[config.mk]
export PLATFORM = sky130hd
export DESIGN_NAME = ra_pq_r_flat
export DESIGN_NICKNAME = d
export VERILOG_FILES = /design/src/rtl/pq_pkg.sv /design/src/rtl/pq_if.sv /design/src/rtl/ra_pq_cell.sv /design/src/rtl/ra_pq_r.sv /design/src/flat_wrapper.sv
export SDC_FILE = /design/constraint.sdc
export NUM_CORES = 1
export LEC_CHECK = 0
export ABC_AREA = 1
export BUFFER_PORTS_ARGS = -buffer_cell sky130_fd_sc_hd__clkbuf_2
export CAP_MARGIN = 20
export CORE_ASPECT_RATIO = 0.9
export CORE_UTILIZATION = 42
export DETAILED_ROUTE_END_ITERATION = 8
export GPL_ROUTABILITY_DRIVEN = 1
export HOLD_SLACK_MARGIN = 0.15
export PLACE_DENSITY_LB_ADDON = 0.08
export SYNTH_ARGS = -nofsm -noshare
export SYNTH_HDL_FRONTEND = slang
export SYNTH_SLANG_ARGS = --single-unit
[constraint.sdc]
create_clock -name clk -period 2.7 [get_ports clk]
set_input_delay 0.27 -clock clk [delete_from_list [all_inputs] [get_ports clk]]
set_output_delay 0.27 -clock clk [all_outputs]
set_load 0.05 [all_outputs]
[src/rtl/pq_pkg.sv]
// Shared types and sizing for the register-array priority queue.
// The empty marker KEYINF is the all-ones key; a slot's valid bit is authoritative.
package pq_pkg;
  localparam int PQ_CAPACITY = 8;
  localparam int KEY_WIDTH   = 8;
  localparam int VAL_WIDTH   = 8;

  typedef struct packed {
    logic [KEY_WIDTH-1:0] key;
    logic [VAL_WIDTH-1:0] value;
  } kv_t;

  localparam logic [KEY_WIDTH-1:0] KEYINF   = {KEY_WIDTH{1'b1}};
  localparam kv_t                  KV_EMPTY = '{key: KEYINF, value: {VAL_WIDTH{1'b0}}};

  typedef enum logic [1:0] {OP_IDLE = 2'd0, OP_ENQ = 2'd1, OP_DEQ = 2'd2, OP_REP = 2'd3} op_e;
  typedef enum logic [1:0] {SEL_HOLD = 2'd0, SEL_LEFT = 2'd1, SEL_RIGHT = 2'd2, SEL_KVI = 2'd3} sel_e;
endpackage

[src/rtl/pq_if.sv]
// Bus between a priority queue and its user; dev is the queue side, tb the driver side.
interface pq_if (input logic clk);
  import pq_pkg::*;
  logic rst_n;
  logic enq;
  logic deq;
  kv_t  kvi;
  kv_t  kvo;
  logic full;
  logic empty;
  logic busy;

  modport dev (input clk, rst_n, enq, deq, kvi, output kvo, full, empty, busy);
  modport tb  (input clk, kvo, full, empty, busy, output rst_n, enq, deq, kvi);
endinterface

[src/rtl/ra_pq_cell.sv]
// One queue slot: key/value register, valid bit, and the shift/insert selection.
// o_gt means "this slot sits at or after the insert point for i_kvi".
module ra_pq_cell
  import pq_pkg::*;
#(
  parameter bit IS_HEAD = 1'b0
) (
  input  logic i_clk,
  input  logic i_rst_n,
  input  op_e  i_op,
  input  kv_t  i_kvi,
  input  kv_t  i_kv_left,
  input  logic i_valid_left,
  input  logic i_gt_left,
  input  kv_t  i_kv_right,
  input  logic i_valid_right,
  input  logic i_gt_right,
  output kv_t  o_kv,
  output logic o_valid,
  output logic o_gt
);
  kv_t  r_kv;
  logic r_valid;
  sel_e w_sel;
  kv_t  w_kv_nxt;
  logic w_valid_nxt;

  assign o_gt    = !r_valid || (r_kv.key > i_kvi.key);
  assign o_kv    = r_kv;
  assign o_valid = r_valid;

  // Replace: the head is leaving, so insertion is judged against the right neighbour.
  always_comb begin
    w_sel = SEL_HOLD;
    case (i_op)
      OP_ENQ: begin
        if (o_gt) begin
          w_sel = i_gt_left ? SEL_LEFT : SEL_KVI;
        end else begin
          w_sel = SEL_HOLD;
        end
      end
      OP_DEQ: w_sel = SEL_RIGHT;
      OP_REP: begin
        if (!i_gt_right) begin
          w_sel = SEL_RIGHT;
        end else if (IS_HEAD || !o_gt) begin
          w_sel = SEL_KVI;
        end else begin
          w_sel = SEL_HOLD;
        end
      end
      default: w_sel = SEL_HOLD;
    endcase
  end

  // Next-state mux for slot contents.
  always_comb begin
    w_kv_nxt    = r_kv;
    w_valid_nxt = r_valid;
    case (w_sel)
      SEL_LEFT: begin
        w_kv_nxt    = i_kv_left;
        w_valid_nxt = i_valid_left;
      end
      SEL_RIGHT: begin
        w_kv_nxt    = i_kv_right;
        w_valid_nxt = i_valid_right;
      end
      SEL_KVI: begin
        w_kv_nxt    = i_kvi;
        w_valid_nxt = 1'b1;
      end
      default: begin
        w_kv_nxt    = r_kv;
        w_valid_nxt = r_valid;
      end
    endcase
  end

  // Slot state register.
  always_ff @(posedge i_clk or negedge i_rst_n) begin
    if (!i_rst_n) begin
      r_kv    <= KV_EMPTY;
      r_valid <= 1'b0;
    end else begin
      r_kv    <= w_kv_nxt;
      r_valid <= w_valid_nxt;
    end
  end
endmodule

[src/rtl/ra_pq_r.sv]
// Register-array min priority queue: sorted slot chain with the minimum at slot 0.
// Enqueue, dequeue and replace each complete in a single clock edge.
module ra_pq_r
  import pq_pkg::*;
(
  pq_if.dev bus
);
  kv_t  w_kv    [PQ_CAPACITY];
  logic [PQ_CAPACITY-1:0] w_valid;
  logic [PQ_CAPACITY-1:0] w_gt;
  op_e  w_op;

  // Replace on an empty queue degenerates to enqueue; a full queue rejects plain enqueue.
  always_comb begin
    w_op = OP_IDLE;
    if (bus.enq && bus.deq && w_valid[0]) begin
      w_op = OP_REP;
    end else if (bus.enq && !w_valid[PQ_CAPACITY-1]) begin
      w_op = OP_ENQ;
    end else if (bus.deq && !bus.enq && w_valid[0]) begin
      w_op = OP_DEQ;
    end else begin
      w_op = OP_IDLE;
    end
  end

  for (genvar gi = 0; gi < PQ_CAPACITY; gi++) begin : g_cell
    kv_t  w_kv_left;
    logic w_valid_left;
    logic w_gt_left;
    kv_t  w_kv_right;
    logic w_valid_right;
    logic w_gt_right;

    if (gi == 0) begin : g_first
      assign w_kv_left    = KV_EMPTY;
      assign w_valid_left = 1'b0;
      assign w_gt_left    = 1'b0;
    end else begin : g_mid_l
      assign w_kv_left    = w_kv[gi-1];
      assign w_valid_left = w_valid[gi-1];
      assign w_gt_left    = w_gt[gi-1];
    end

    // Past the tail there is an implicit invalid slot.
    if (gi == PQ_CAPACITY-1) begin : g_last
      assign w_kv_right    = KV_EMPTY;
      assign w_valid_right = 1'b0;
      assign w_gt_right    = 1'b1;
    end else begin : g_mid_r
      assign w_kv_right    = w_kv[gi+1];
      assign w_valid_right = w_valid[gi+1];
      assign w_gt_right    = w_gt[gi+1];
    end

    ra_pq_cell #(.IS_HEAD(gi == 0)) u_cell (
      .i_clk        (bus.clk),
      .i_rst_n      (bus.rst_n),
      .i_op         (w_op),
      .i_kvi        (bus.kvi),
      .i_kv_left    (w_kv_left),
      .i_valid_left (w_valid_left),
      .i_gt_left    (w_gt_left),
      .i_kv_right   (w_kv_right),
      .i_valid_right(w_valid_right),
      .i_gt_right   (w_gt_right),
      .o_kv         (w_kv[gi]),
      .o_valid      (w_valid[gi]),
      .o_gt         (w_gt[gi])
    );
  end

  assign bus.kvo   = w_kv[0];
  assign bus.empty = !w_valid[0];
  assign bus.full  = w_valid[PQ_CAPACITY-1];
  assign bus.busy  = 1'b0;
endmodule

[src/flat_wrapper.sv]
// flat-port wrapper written by rule: the top's interface ports become plain ports
module ra_pq_r_flat import pq_pkg::*;
  (clk, bus_rst_n, bus_enq, bus_deq, bus_kvi, bus_kvo, bus_full, bus_empty, bus_busy);
  pq_if bus_i (.clk(clk));
  input wire logic clk;
  input wire logic [$bits(bus_i.rst_n)-1:0] bus_rst_n;
  input wire logic [$bits(bus_i.enq)-1:0] bus_enq;
  input wire logic [$bits(bus_i.deq)-1:0] bus_deq;
  input wire logic [$bits(bus_i.kvi)-1:0] bus_kvi;
  output wire logic [$bits(bus_i.kvo)-1:0] bus_kvo;
  output wire logic [$bits(bus_i.full)-1:0] bus_full;
  output wire logic [$bits(bus_i.empty)-1:0] bus_empty;
  output wire logic [$bits(bus_i.busy)-1:0] bus_busy;
  assign bus_i.rst_n = bus_rst_n;
  assign bus_i.enq = bus_enq;
  assign bus_i.deq = bus_deq;
  assign bus_i.kvi = bus_kvi;
  assign bus_kvo = bus_i.kvo;
  assign bus_full = bus_i.full;
  assign bus_empty = bus_i.empty;
  assign bus_busy = bus_i.busy;
  ra_pq_r u_core (.bus(bus_i));
endmodule
==> Implementation_results.wiki <==
{| class="wikitable"
! Metric !! Value
|-
| # H-tree levels || 4
|-
| Antenna violations before repair || 1
|-
| Logic depth of the worst setup path including buffers || 12
|-
| Area of the mapped netlist || between 0.01 and 0.015 mm2
|-
| Total inserted antenna cells || 0
|-
| Ranking of synthesized cells by area || sky130_fd_sc_hd__dfrtp_1, sky130_fd_sc_hd__nand2_1, sky130_fd_sc_hd__dfstp_2, sky130_fd_sc_hd__nand3_1, sky130_fd_sc_hd__ha_1
|-
| Floorplan die width || roughly 170 um
|-
| Crit-path cells || ha_1 -> a21oi_1 -> nand2_1 -> nand2_1 -> nand2_1 -> a21oi_2 -> buf_4 -> o22ai_4 -> nor2_4 -> nand2_1 -> o31ai_1 -> inv_1
|-
| Num CTS Buffers || 17
|-
| Cell type with the highest aggregate area in the netlist || sky130_fd_sc_hd__dfrtp_1
|-
| Area overhead of the layout relative to synthesis || 12.0%
|-
| Average cell area after synthesis || 6.97 um2
|-
| Timing startpoint of the critical path || u_core.g_cell[1].u_cell.o_kv[11]
|-
| Distinct cell type count after synthesis || about 40
|-
| Reg-to-Reg Start || u_core.g_cell[1].u_cell.o_kv[11]
|-
| DR DRC count || 0
|-
| Static power due to leakage || 6.02 nW
|-
| Buffers added on ports || 37
|-
| Global-route total usage across every layer || 29.6%
|-
| Capturing element type of the critical path || flop
|-
| Crit-path max FO || 17
|-
| Sequential cell area in the final layout || approximately 0.0035 mm2
|-
| Library cell used as clock root buffer || sky130_fd_sc_hd__clkbuf_16
|-
| Critical Path Max Stage Delay || between 600 and 700 ps
|-
| Register-to-Register Setup Slack || between 150 and 200 ps
|-
| Crit-path slowest cell || sky130_fd_sc_hd__dfstp_2
|-
| Top-level I/O count || 39
|-
| Total number of vias || between 9,000 and 10,000
|-
| Worst Clk Skew || 11.1 ps
|-
| Post-CTS resize count || 0
|-
| Sum of negative setup slack || 0 ps
|-
| Most frequently used flop master after synthesis || sky130_fd_sc_hd__dfrtp_1
|-
| Fmax || about 0.4 GHz
|-
| Pins over their slew limit || 0
|-
| Max_slew headroom || between 50% and 60%
|-
| Post-synthesis sequential element count || ~140
|-
| Yosys Warn Count || 0
|-
| Transition time at the pin with the least slew margin || 612 ps
|-
| Area inside the core boundary || ~0.024 mm2
|-
| HP Class || input pin to flop
|-
| Vias in the first global route || between 9,000 and 10,000
|-
| Max-cap check violation count || 0
|-
| Clock slew seen by the registers of the worst setup and hold paths || ~60 ps
|-
| Area taken by multi-input logic gates || approximately 0.0056 mm2
|-
| GR Util met3 || 7.10%
|-
| Most common cell in the netlist || sky130_fd_sc_hd__nand2_1
|-
| Sequential share of the synthesized area || approximately a third
|-
| Total power divided by cell area || around 1400 mW/mm2
|-
| Layout Nets || between 1,500 and 2,000
|-
| Clock tree from TritonCTS || built
|-
| Critical path arrival || 2820 ps
|-
| Endpoint of the worst setup timing path || u_core.g_cell[0].u_cell.o_valid
|-
| Detail Route Antenna Nets || 0
|-
| Reg2reg end || u_core.g_cell[0].u_cell.o_valid
|-
| Synthesized instance count || between 1,000 and 1,500
|-
| Total buffers and inverters traversed by the critical path || 2
|-
| FP Rows || between 50 and 60
|-
| Total wirelength of the detailed-routed design || approximately 36,000 um
|-
| Gpl congestion || between 0.8 and 0.9
|-
| Die Area || around 0.025 mm2
|-
| Worst vdd ir || 0.683 mV
|-
| RSZ-0062 raised after global routing || no
|-
| Wire length of the first global-routing pass || about 55,000 um
|-
| M1 GR Usage || a little over two fifths
|-
| Kind of start point of the critical path || flop
|-
| Number of hold buffers added after cts || 1
|-
| Crit path time final || ~2500 ps
|-
| Total of fill cells in the finished design || 2,422
|-
| Number of hold violations in the final report || 0
|-
| Type of the worst setup path || flop to flop
|-
| Fraction of synthesis flops using an asynchronous set or reset pin || 100%
|-
| Share of layout cells above drive strength 1 || 18.7%
|-
| CTS sink count || about 140
|-
| GRT busiest layer || met2
|-
| Average wire per cell in the routed design || 19.3 um
|-
| Top cell family by delay on the critical path || simple AND/OR/NAND/NOR gates
|-
| Setup Viol. Count Final || 0
|-
| Initial cell density of the core || 43.3%
|-
| Overflow after GRT || 0
|-
| Detailed Routing Iterations Pass 1 || 5
|-
| Most frequent cells after synthesis || sky130_fd_sc_hd__nand2_1, sky130_fd_sc_hd__nand3_1, sky130_fd_sc_hd__inv_1, sky130_fd_sc_hd__nor2_1, sky130_fd_sc_hd__dfrtp_1
|-
| WHS || about 270 ps
|-
| Data required time of the critical path || 3010 ps
|-
| Maximum clock path buffer count || 2
|-
| HPWL after detailed placement || between 20,000 and 30,000 um
|-
| Most prevalent standard cell on the critical path || sky130_fd_sc_hd__nand2_1
|-
| Pin count of the biggest net entering global routing || 60
|-
| Die Y-Extent || approximately 150 um
|-
| Share of the clock period used by the worst path || 92.9%
|-
| Worst reg2reg path depth || 12
|-
| Number of design-rule violations left by the first detailed-router iteration || between 800 and 900
|-
| Worst-skew pair later-pin latency || 430 ps
|-
| Met2 Resource Use GR || between 40% and 50%
|-
| Post-synth top area share || between 10% and 20%
|-
| Outcome || finished clean
|-
| Number of flops mapped to enable cells by yosys || 0
|-
| Vias per std cell || 5.39
|-
| Mapped Nets || 1,554
|-
| Buffers inserted by post-CTS timing repair || 0
|}
## cells by family after synthesis
| kind of cell | synth area share [%] |
|---|---|
| buffers and inverters | 11.4 |
| other | 0.0366 |
| AOI/OAI and AO/OA | 8.12 |
| and+or+nand+nor | 38.7 |
| adders and majority gates | 7.81 |
| DFF | 34.0 |
## worst min-delay path by stage
stage	cells after the start	to	slack (ps)	startpoint
final	4	u_core.g_cell[0].u_cell.o_kv[9]	270	bus_kvi[9]
after global routing	3	u_core.g_cell[7].u_cell.o_kv[5]	280	bus_kvi[5]
after CTS	4	u_core.g_cell[0].u_cell.o_kv[9]	260	bus_kvi[9]
after detailed placement	1	u_core.g_cell[2].u_cell.o_kv[2]	310	bus_rst_n
after global placement	1	u_core.g_cell[2].u_cell.o_kv[5]	290	bus_rst_n
after floorplan	0	u_core.g_cell[0].u_cell.o_kv[0]	-30	bus_rst_n
## stage by stage
| stage | total power [mW] | area (um2) | util (%) | setup WS (ps) | instances |
|---|---|---|---|---|---|
| finish | 16.1 | 11500 | 48.5 | 192 | 1839 |
| CTS | 16.1 | 11500 | 48.5 | 221 | 1839 |
| floorplan | 11.0 | 10200 | - | 431 | 1470 |
| detailed placement | 13.7 | 10900 | 46.1 | 49.5 | 1806 |
| global placement | 13.7 | 10900 | 46.1 | 54.4 | 1806 |
| global route | 17.5 | 11500 | 48.5 | 22.3 | 1839 |
## area by class of cell
| class | count | share of cell area (%) |
|---|---|---|
| Timing Repair Buffer | 100 | 6.46 |
| Sequential cell | 136 | 30.3 |
| Inverter | 190 | 6.26 |
| Multi-Input combinational cell | 1079 | 48.8 |
| Clock inverter | 14 | 1.10 |
| Tap cell | 302 | 3.29 |
| Clock buffer | 18 | 3.74 |
## routing by layer
layer	wire (um)	vias to the layer above
met3	3030	51
met2	15000	367
met4	834	2
met1	16600	4701
met5	12	-
li1	-	4790
## worst reg2reg max path, stage by stage (launching register included)
cell and delay, ps:
sky130_fd_sc_hd__dfstp_2 620, sky130_fd_sc_hd__ha_1 270, sky130_fd_sc_hd__a21oi_1 160, sky130_fd_sc_hd__nand2_1 80, sky130_fd_sc_hd__nand2_1 50, sky130_fd_sc_hd__nand2_1 70
sky130_fd_sc_hd__a21oi_2 160, sky130_fd_sc_hd__buf_4 160, sky130_fd_sc_hd__o22ai_4 80, sky130_fd_sc_hd__nor2_4 410, sky130_fd_sc_hd__nand2_1 150, sky130_fd_sc_hd__o31ai_1 110
sky130_fd_sc_hd__inv_1 70
## flip-flops by register name, indices dropped and copies added (netlist names)
register	flops
u_core.g_cell.u_cell.o_kv	128
u_core.g_cell.u_cell.o_valid	8
## power breakdown
group          switching, mW  internal [mW]
clock                   1.02           1.27
sequential              1.45           3.54
combinational           5.80           3.05
total                   8.27           7.86
## cell usage in the layout, fill, tap and decap left out, types with 2 or more instances in the layout
cell type,Yosys,final
sky130_fd_sc_hd__clkinv_2,0,3
sky130_fd_sc_hd__nand2_4,11,11
sky130_fd_sc_hd__clkbuf_16,0,17
sky130_fd_sc_hd__nor2_2,9,9
sky130_fd_sc_hd__or2_0,6,6
sky130_fd_sc_hd__nand3_2,5,5
sky130_fd_sc_hd__buf_4,17,56
sky130_fd_sc_hd__nand3_1,213,213
sky130_fd_sc_hd__nand2_1,464,464
sky130_fd_sc_hd__o21a_1,4,4
sky130_fd_sc_hd__clkinvlp_4,0,5
sky130_fd_sc_hd__clkbuf_2,0,36
sky130_fd_sc_hd__nand4_1,14,14
sky130_fd_sc_hd__inv_6,0,3
sky130_fd_sc_hd__a21oi_1,60,60
sky130_fd_sc_hd__inv_2,18,18
sky130_fd_sc_hd__a21oi_4,2,2
sky130_fd_sc_hd__nor2_8,3,3
sky130_fd_sc_hd__ha_1,64,64
sky130_fd_sc_hd__o22ai_1,6,6
sky130_fd_sc_hd__dfstp_2,64,64
sky130_fd_sc_hd__nand2_2,21,21
sky130_fd_sc_hd__o21ai_1,10,10
sky130_fd_sc_hd__o21ai_4,3,3
sky130_fd_sc_hd__nor2_4,9,9
sky130_fd_sc_hd__or2_1,2,2
sky130_fd_sc_hd__dfrtp_1,72,72
sky130_fd_sc_hd__inv_4,2,2
sky130_fd_sc_hd__a21o_1,4,4
sky130_fd_sc_hd__inv_1,170,170
sky130_fd_sc_hd__buf_12,0,6
sky130_fd_sc_hd__o21ai_0,45,45
sky130_fd_sc_hd__nor2_1,109,109
sky130_fd_sc_hd__a21oi_2,3,3
sky130_fd_sc_hd__clkinv_4,0,2
sky130_fd_sc_hd__nand3_4,4,4
(Power assumes the default switching activity.)
